### src/rtl/exmem_pipe_reg.sv
// EX/MEM pipeline register with valid/ready handshaking, flush and a stall counter.
// Optional feature macro: EXMEM_SKID_EN adds a second (skid) entry and a registered in_ready.
// Ports:
//   clk, rst                 clock, synchronous active-high reset
//   in_valid / in_ready      EX-side handshake
//   in_* data, in_zero_flag, in_ctrl  EX bundle ({memwrite,memread,branch,j,jmem,stw,regwrite})
//   flush                    kill every held and incoming bundle
//   out_valid / out_ready    MEM-side handshake
//   out_* fields             registered bundle; out_ctrl is zero whenever out_valid=0
//   stall_cnt                saturating count of cycles with out_valid=1 and out_ready=0
module exmem_pipe_reg #(
    parameter int unsigned DATA_W = 20,
    parameter int unsigned CTRL_W = 7,
    parameter int unsigned CNT_W  = 16
) (
    input  logic              clk,
    input  logic              rst,
    input  logic              in_valid,
    output logic              in_ready,
    input  logic [DATA_W-1:0] in_write_destination,
    input  logic [DATA_W-1:0] in_alu_output,
    input  logic [DATA_W-1:0] in_result_shift_jump,
    input  logic [DATA_W-1:0] in_result_adder_branch,
    input  logic [DATA_W-1:0] in_read_data1,
    input  logic [DATA_W-1:0] in_read_data2,
    input  logic [DATA_W-1:0] in_pc_plus,
    input  logic              in_zero_flag,
    input  logic [CTRL_W-1:0] in_ctrl,
    input  logic              flush,
    output logic              out_valid,
    input  logic              out_ready,
    output logic [DATA_W-1:0] out_write_destination,
    output logic [DATA_W-1:0] out_alu_output,
    output logic [DATA_W-1:0] out_result_shift_jump,
    output logic [DATA_W-1:0] out_result_adder_branch,
    output logic [DATA_W-1:0] out_read_data1,
    output logic [DATA_W-1:0] out_read_data2,
    output logic [DATA_W-1:0] out_pc_plus,
    output logic              out_zero_flag,
    output logic [CTRL_W-1:0] out_ctrl,
    output logic [CNT_W-1:0]  stall_cnt
);

    // Whole bundle carried as one vector; ctrl occupies the LSBs.
    localparam int unsigned PAY_W = 7 * DATA_W + 1 + CTRL_W;

    logic [PAY_W-1:0] w_in_pay;
    logic [PAY_W-1:0] r_out_pay;
    logic [PAY_W-1:0] w_out_pay_nxt;
    logic             r_out_valid;
    logic             w_out_valid_nxt;
    logic [CNT_W-1:0] r_stall_cnt;
    logic [CNT_W-1:0] w_stall_cnt_nxt;
    logic             w_in_fire;

    assign w_in_pay = {in_write_destination, in_alu_output, in_result_shift_jump,
                       in_result_adder_branch, in_read_data1, in_read_data2,
                       in_pc_plus, in_zero_flag, in_ctrl};

    assign w_in_fire = in_valid & in_ready;

`ifdef EXMEM_SKID_EN
    logic [PAY_W-1:0] r_skid_pay;
    logic [PAY_W-1:0] w_skid_pay_nxt;
    logic             r_skid_valid;
    logic             w_skid_valid_nxt;
    logic             r_in_ready;

    // Registered readiness; only flush gates it in the current cycle.
    assign in_ready = r_in_ready & ~flush;

    // Output slot refills from skid first to preserve order, then from the input.
    always_comb begin
        w_out_pay_nxt    = r_out_pay;
        w_out_valid_nxt  = r_out_valid;
        w_skid_pay_nxt   = r_skid_pay;
        w_skid_valid_nxt = r_skid_valid;
        if (flush) begin
            w_out_valid_nxt  = 1'b0;
            w_skid_valid_nxt = 1'b0;
        end else if (!r_out_valid || out_ready) begin
            if (r_skid_valid) begin
                w_out_pay_nxt    = r_skid_pay;
                w_out_valid_nxt  = 1'b1;
                w_skid_valid_nxt = 1'b0;
            end else if (w_in_fire) begin
                w_out_pay_nxt   = w_in_pay;
                w_out_valid_nxt = 1'b1;
            end else begin
                w_out_valid_nxt = 1'b0;
            end
        end else if (w_in_fire) begin
            w_skid_pay_nxt   = w_in_pay;
            w_skid_valid_nxt = 1'b1;
        end
        // Bubbles must never carry live control bits.
        if (!w_out_valid_nxt) begin
            w_out_pay_nxt[CTRL_W-1:0] = '0;
        end
    end

    // Skid entry and registered ready
    always_ff @(posedge clk) begin
        if (rst) begin
            r_skid_pay   <= '0;
            r_skid_valid <= 1'b0;
            r_in_ready   <= 1'b1;
        end else begin
            r_skid_pay   <= w_skid_pay_nxt;
            r_skid_valid <= w_skid_valid_nxt;
            r_in_ready   <= ~w_skid_valid_nxt;
        end
    end
`else
    // Single entry: accept when empty or draining this cycle.
    assign in_ready = (~r_out_valid | out_ready) & ~flush;

    // Output slot load/drain
    always_comb begin
        w_out_pay_nxt   = r_out_pay;
        w_out_valid_nxt = r_out_valid;
        if (flush) begin
            w_out_valid_nxt = 1'b0;
        end else if (!r_out_valid || out_ready) begin
            if (w_in_fire) begin
                w_out_pay_nxt   = w_in_pay;
                w_out_valid_nxt = 1'b1;
            end else begin
                w_out_valid_nxt = 1'b0;
            end
        end
        // Bubbles must never carry live control bits.
        if (!w_out_valid_nxt) begin
            w_out_pay_nxt[CTRL_W-1:0] = '0;
        end
    end
`endif

    // Saturating stall counter
    always_comb begin
        w_stall_cnt_nxt = r_stall_cnt;
        if (r_out_valid && !out_ready && !flush && (r_stall_cnt != {CNT_W{1'b1}})) begin
            w_stall_cnt_nxt = r_stall_cnt + CNT_W'(1);
        end
    end

    // Output register and counter state
    always_ff @(posedge clk) begin
        if (rst) begin
            r_out_pay   <= '0;
            r_out_valid <= 1'b0;
            r_stall_cnt <= '0;
        end else begin
            r_out_pay   <= w_out_pay_nxt;
            r_out_valid <= w_out_valid_nxt;
            r_stall_cnt <= w_stall_cnt_nxt;
        end
    end

    assign {out_write_destination, out_alu_output, out_result_shift_jump,
            out_result_adder_branch, out_read_data1, out_read_data2,
            out_pc_plus, out_zero_flag, out_ctrl} = r_out_pay;
    assign out_valid = r_out_valid;
    assign stall_cnt = r_stall_cnt;

endmodule

### config.mk
export PLATFORM = sky130hd
export DESIGN_NAME = exmem_pipe_reg
export DESIGN_NICKNAME = d
export VERILOG_FILES = /design/src/rtl/exmem_pipe_reg.sv
export SDC_FILE = /design/constraint.sdc
export NUM_CORES = 1
export LEC_CHECK = 0
export ABC_AREA = 1
export CORE_MARGIN = 4
export CORE_UTILIZATION = 29
export DETAILED_ROUTE_END_ITERATION = 10
export GPL_TIMING_DRIVEN = 0
export PLACE_DENSITY = 0.68
export SYNTH_ARGS = -nofsm -noshare
export SYNTH_HDL_FRONTEND = slang
export SYNTH_SLANG_ARGS = --single-unit
### constraint.sdc
create_clock -name clk -period 2.1 [get_ports clk]
set_input_delay 0.42 -clock clk [delete_from_list [all_inputs] [get_ports clk]]
set_output_delay 0.42 -clock clk [all_outputs]
set_load 0.01 [all_outputs]
==> results.md <==
* Outcome: complete, no violations
* Crit path cell chain: clkdlybuf4s50_1
* Peak VDD IR at around 0.47 mV
* Combinational power share at ~14%
* Cells after DPL at 1425
* Hold Fails Final Rpt at 0
* DRT Pass-1 Iters at 5
* Share of post-route cells with drive strength above 1 at around 7.0%
* Post-Syn Nets at 983
* Final setup violation count at 0
* CP Depth at 1
* Post-synth top cells: 193 x nand2_1, 166 x nand3_1, 165 x dfxtp_1, 156 x a21oi_1, 42 x nor2_1
* Die Ht at ~160 µm
* Clk slew on worst S/H paths at about 0.070 ns
* Nets at 1318
* Worst setup SP type: flip-flop
* Post-route worst setup slack at around 0.2 ns
* Worst Path Arrival at ~1.5 ns
* Root Buffer: clkbuf_16
* Minimum clock period at 1.90 ns
* Vias per cell at 4.72
* Filler cells at about 2.1k
* Clock buffer depth at 2
* RSZ-0062 raised after global routing: no
* Switching pwr at approximately 2.0 mW
* Pwr Density at between 700 and 800 nW/µm²
* Register share of total power at 43.8%
* Synth async-reset ratio at 0%
* First-pass GRT wire length at between 30 and 40 mm
* DRC viols at 0
* Synth Area in Adders at less than 1%
* Synth top area share at between 50% and 60%
* Leakage power at between 3 and 4 nW
* Internal power at between 5 and 6 mW
* Pre-CTS setup slack at -0.503 ns
* Grt ovf at 0
* Via count at 6880
* Worst R2R End: r_out_pay[107]
* Worst slew pin tran at between 0.6 and 0.7 ns
* Max frequency at 0.526 GHz
* Main combinational cell family by area after synthesis: simple AND/OR/NAND/NOR gates
* CP endpoint kind: primary output
* Top delay family on crit path: buffers and inverters
* Routability cong. at 0.819
* WP data required at between 1.5 and 2 ns
* Routed Antenna Nets at 0
* TritonCTS clock tree: yes
* Fin crit share at 90.5%
* Drt total wl at approximately 24 mm
* Vias in the first global route at around 6.9k
* Post-Synth XOR/XNOR Area at 0.137%
* Unique masters post-synth at 24
* Initial DRC Count at 323
* Core ar. at 21800 µm²
* R2R depth at 8
* Multiplexer share of the synthesized area at 0%
* Crit path from: stall_cnt[2]
* Post-route cell area at about 10000 µm²
* RR Startpoint: out_valid
* Max-slew violation count at 0
* Critical Path Max Stage Delay at ~0.60 ns
* Ys Warns at 0
* Ant. Diodes at 0
* Die ar. at 24500 µm²
* Post-DP Area at between 9000 and 10000 µm²
* Count leader, synth: nand2_1
* Post-synthesis compound-gate area fraction at 12.4%
* Biggest area consumer among synthesized cells: dfxtp_1
* Critical path's slowest cell: clkdlybuf4s50_1
* Critical path endpoint: stall_cnt[2]
* Largest net degree at the start of global routing at 18
* Max cap viols at 0
* Worst Setup Path Type: flip-flop to primary output
* Clk pwr share at 41.8%
* Max_slew headroom at 54.2%
* HPWL after detailed placement at 18.0 mm
* Setup TNS at 0 ns
* Global Route Usage Sum at between 10% and 20%
* H-tree depth at 4
* EDFF count, synth at 0
* Layout area overhead at 64.2%
* Mapped cell area at about 6400 µm²
* Synthesized instance count at about 830
* Fin cells at roughly 1.5k
* Port Buf Inserts at between 300 and 400
* Worst R2R Setup Slack at roughly 0.33 ns
* I/O pin cnt at roughly 320
* Sw Ratio at ~27%
* CP Max Fanout at 6
* Number of synthesized register bits at ~170
* Num CTS Buffers at 17
* Initial antenna violation count at 0
* Row count at 54
* CTS sink cnt at 165
* Synth Area per Inst at between 7 and 8 µm²
* Die W at between 150 and 200 µm
* Simple logic cell fraction of the synthesized area at slightly below 30%
* Initial core utilization at 29.4%
* Clock Latency Late Sink at between 0.4 and 0.5 ns
* Worst Clk Skew at around 0.0076 ns
* Area contributors post-synth: dfxtp_1 52%, nand3_1 13%, a21oi_1 12%, nand2_1 11%, nor2_1 2.5%
* Routed len/inst at ~16 µm
* WP buf/inv at 1
* Seq/Total Area, Yosys at approximately half
* Synth Flop Type: dfxtp_1
* Worst min path class: flip-flop to flip-flop
==> registers in the layout (all words and copies together) (netlist names) <==
| register | count |
|---|---|
| out_valid | 1 |
| r_out_pay | 148 |
| stall_cnt | 16 |
==> layer usage <==
| metal | routed length, µm | GRT usage [%] | up-vias | share of wire (%) |
|---|---|---|---|---|
| met1 | 10000 | 23.2 | 3148 | 42 |
| met3 | 2200 | 7.36 | 25 | 9.3 |
| li1 | - | - | 3436 | - |
| met5 | 0 | 0 | - | 0 |
| met2 | 11100 | 31.2 | 271 | 47 |
| met4 | 391 | 4.79 | 0 | 1.6 |
==> cell families after synthesis <==
group,count (synthesis)
buffers and inverters,89
XOR/XNOR,1
AO/OA/AOI/OAI,158
adder cells (fa/ha/maj),1
AND/OR/NAND/NOR,415
flip-flops,165
==> through the flow <==
stage / hold WS (ns) / util (%) / power, mW
finish: 0.460 / 48.2 / 7.60
global route: 0.472 / 48.2 / 7.93
CTS: 0.461 / 48.2 / 7.69
detailed placement: 0.450 / 45.5 / 4.50
global placement: 0.445 / 45.5 / 4.49
floorplan: 0.483 / - / 3.81
==> how the worst min path moves through the flow <==
stage          slack [ns]           start  cells after the start             end
2_1_floorplan        0.48  r_out_pay[128]                      2  r_out_pay[128]
3_5_place_dp         0.45   r_out_pay[49]                      2   r_out_pay[49]
6_report             0.46   r_out_pay[61]                      2   r_out_pay[61]
3_3_place_gp         0.45   r_out_pay[44]                      2   r_out_pay[44]
5_1_grt              0.47   r_out_pay[49]                      2   r_out_pay[49]
4_1_cts              0.46   r_out_pay[49]                      2   r_out_pay[49]
==> placed cells by master (no fill, tap or decap), types with 2 or more instances in the layout <==
cell	instances
clkbuf_1	25
inv_6	6
inv_2	2
nor2_2	2
clkdlybuf4s50_1	315
dfxtp_1	165
nand2_1	193
buf_2	17
clkinv_4	2
nand3_1	166
buf_1	6
buf_4	18
a21oi_1	156
nand3b_1	2
inv_8	4
nor2_1	42
clkbuf_16	17
nand2_2	2
nor2_4	4
inv_1	20
==> power groups by stage <==
stage                     Sequential (mW)  Clock (mW)  Combinational, mW
after global routing                 3.34        3.40               1.19
after detailed placement             3.40           0               1.10
after CTS                            3.33        3.25               1.11
after global placement               3.39           0               1.10
after floorplan                      3.45           0              0.354
final                                3.33        3.17               1.10
==> area by class of cell <==
cell class	instances	area, µm²	share of cell area (%)
inverter	22	82.6	0.787
sequential	165	3300	31.5
tap	280	350	3.34
timing repair buffer	317	3170	30.2
clock inverter	15	158	1.50
multi-input combinational	575	2660	25.3
clock buffer	17	425	4.06
buffer	66	340	3.25
==> timing repair <==
| action | in CTS | in global routing |
|---|---|---|
| hold buffers | 0 | 0 |
| setup buffers | 1 | 0 |
| endpoints found under the setup margin | 1 | 0 |
| resized for setup | 1 | 0 |
Note: power is estimated with default switching activity, not from simulation.
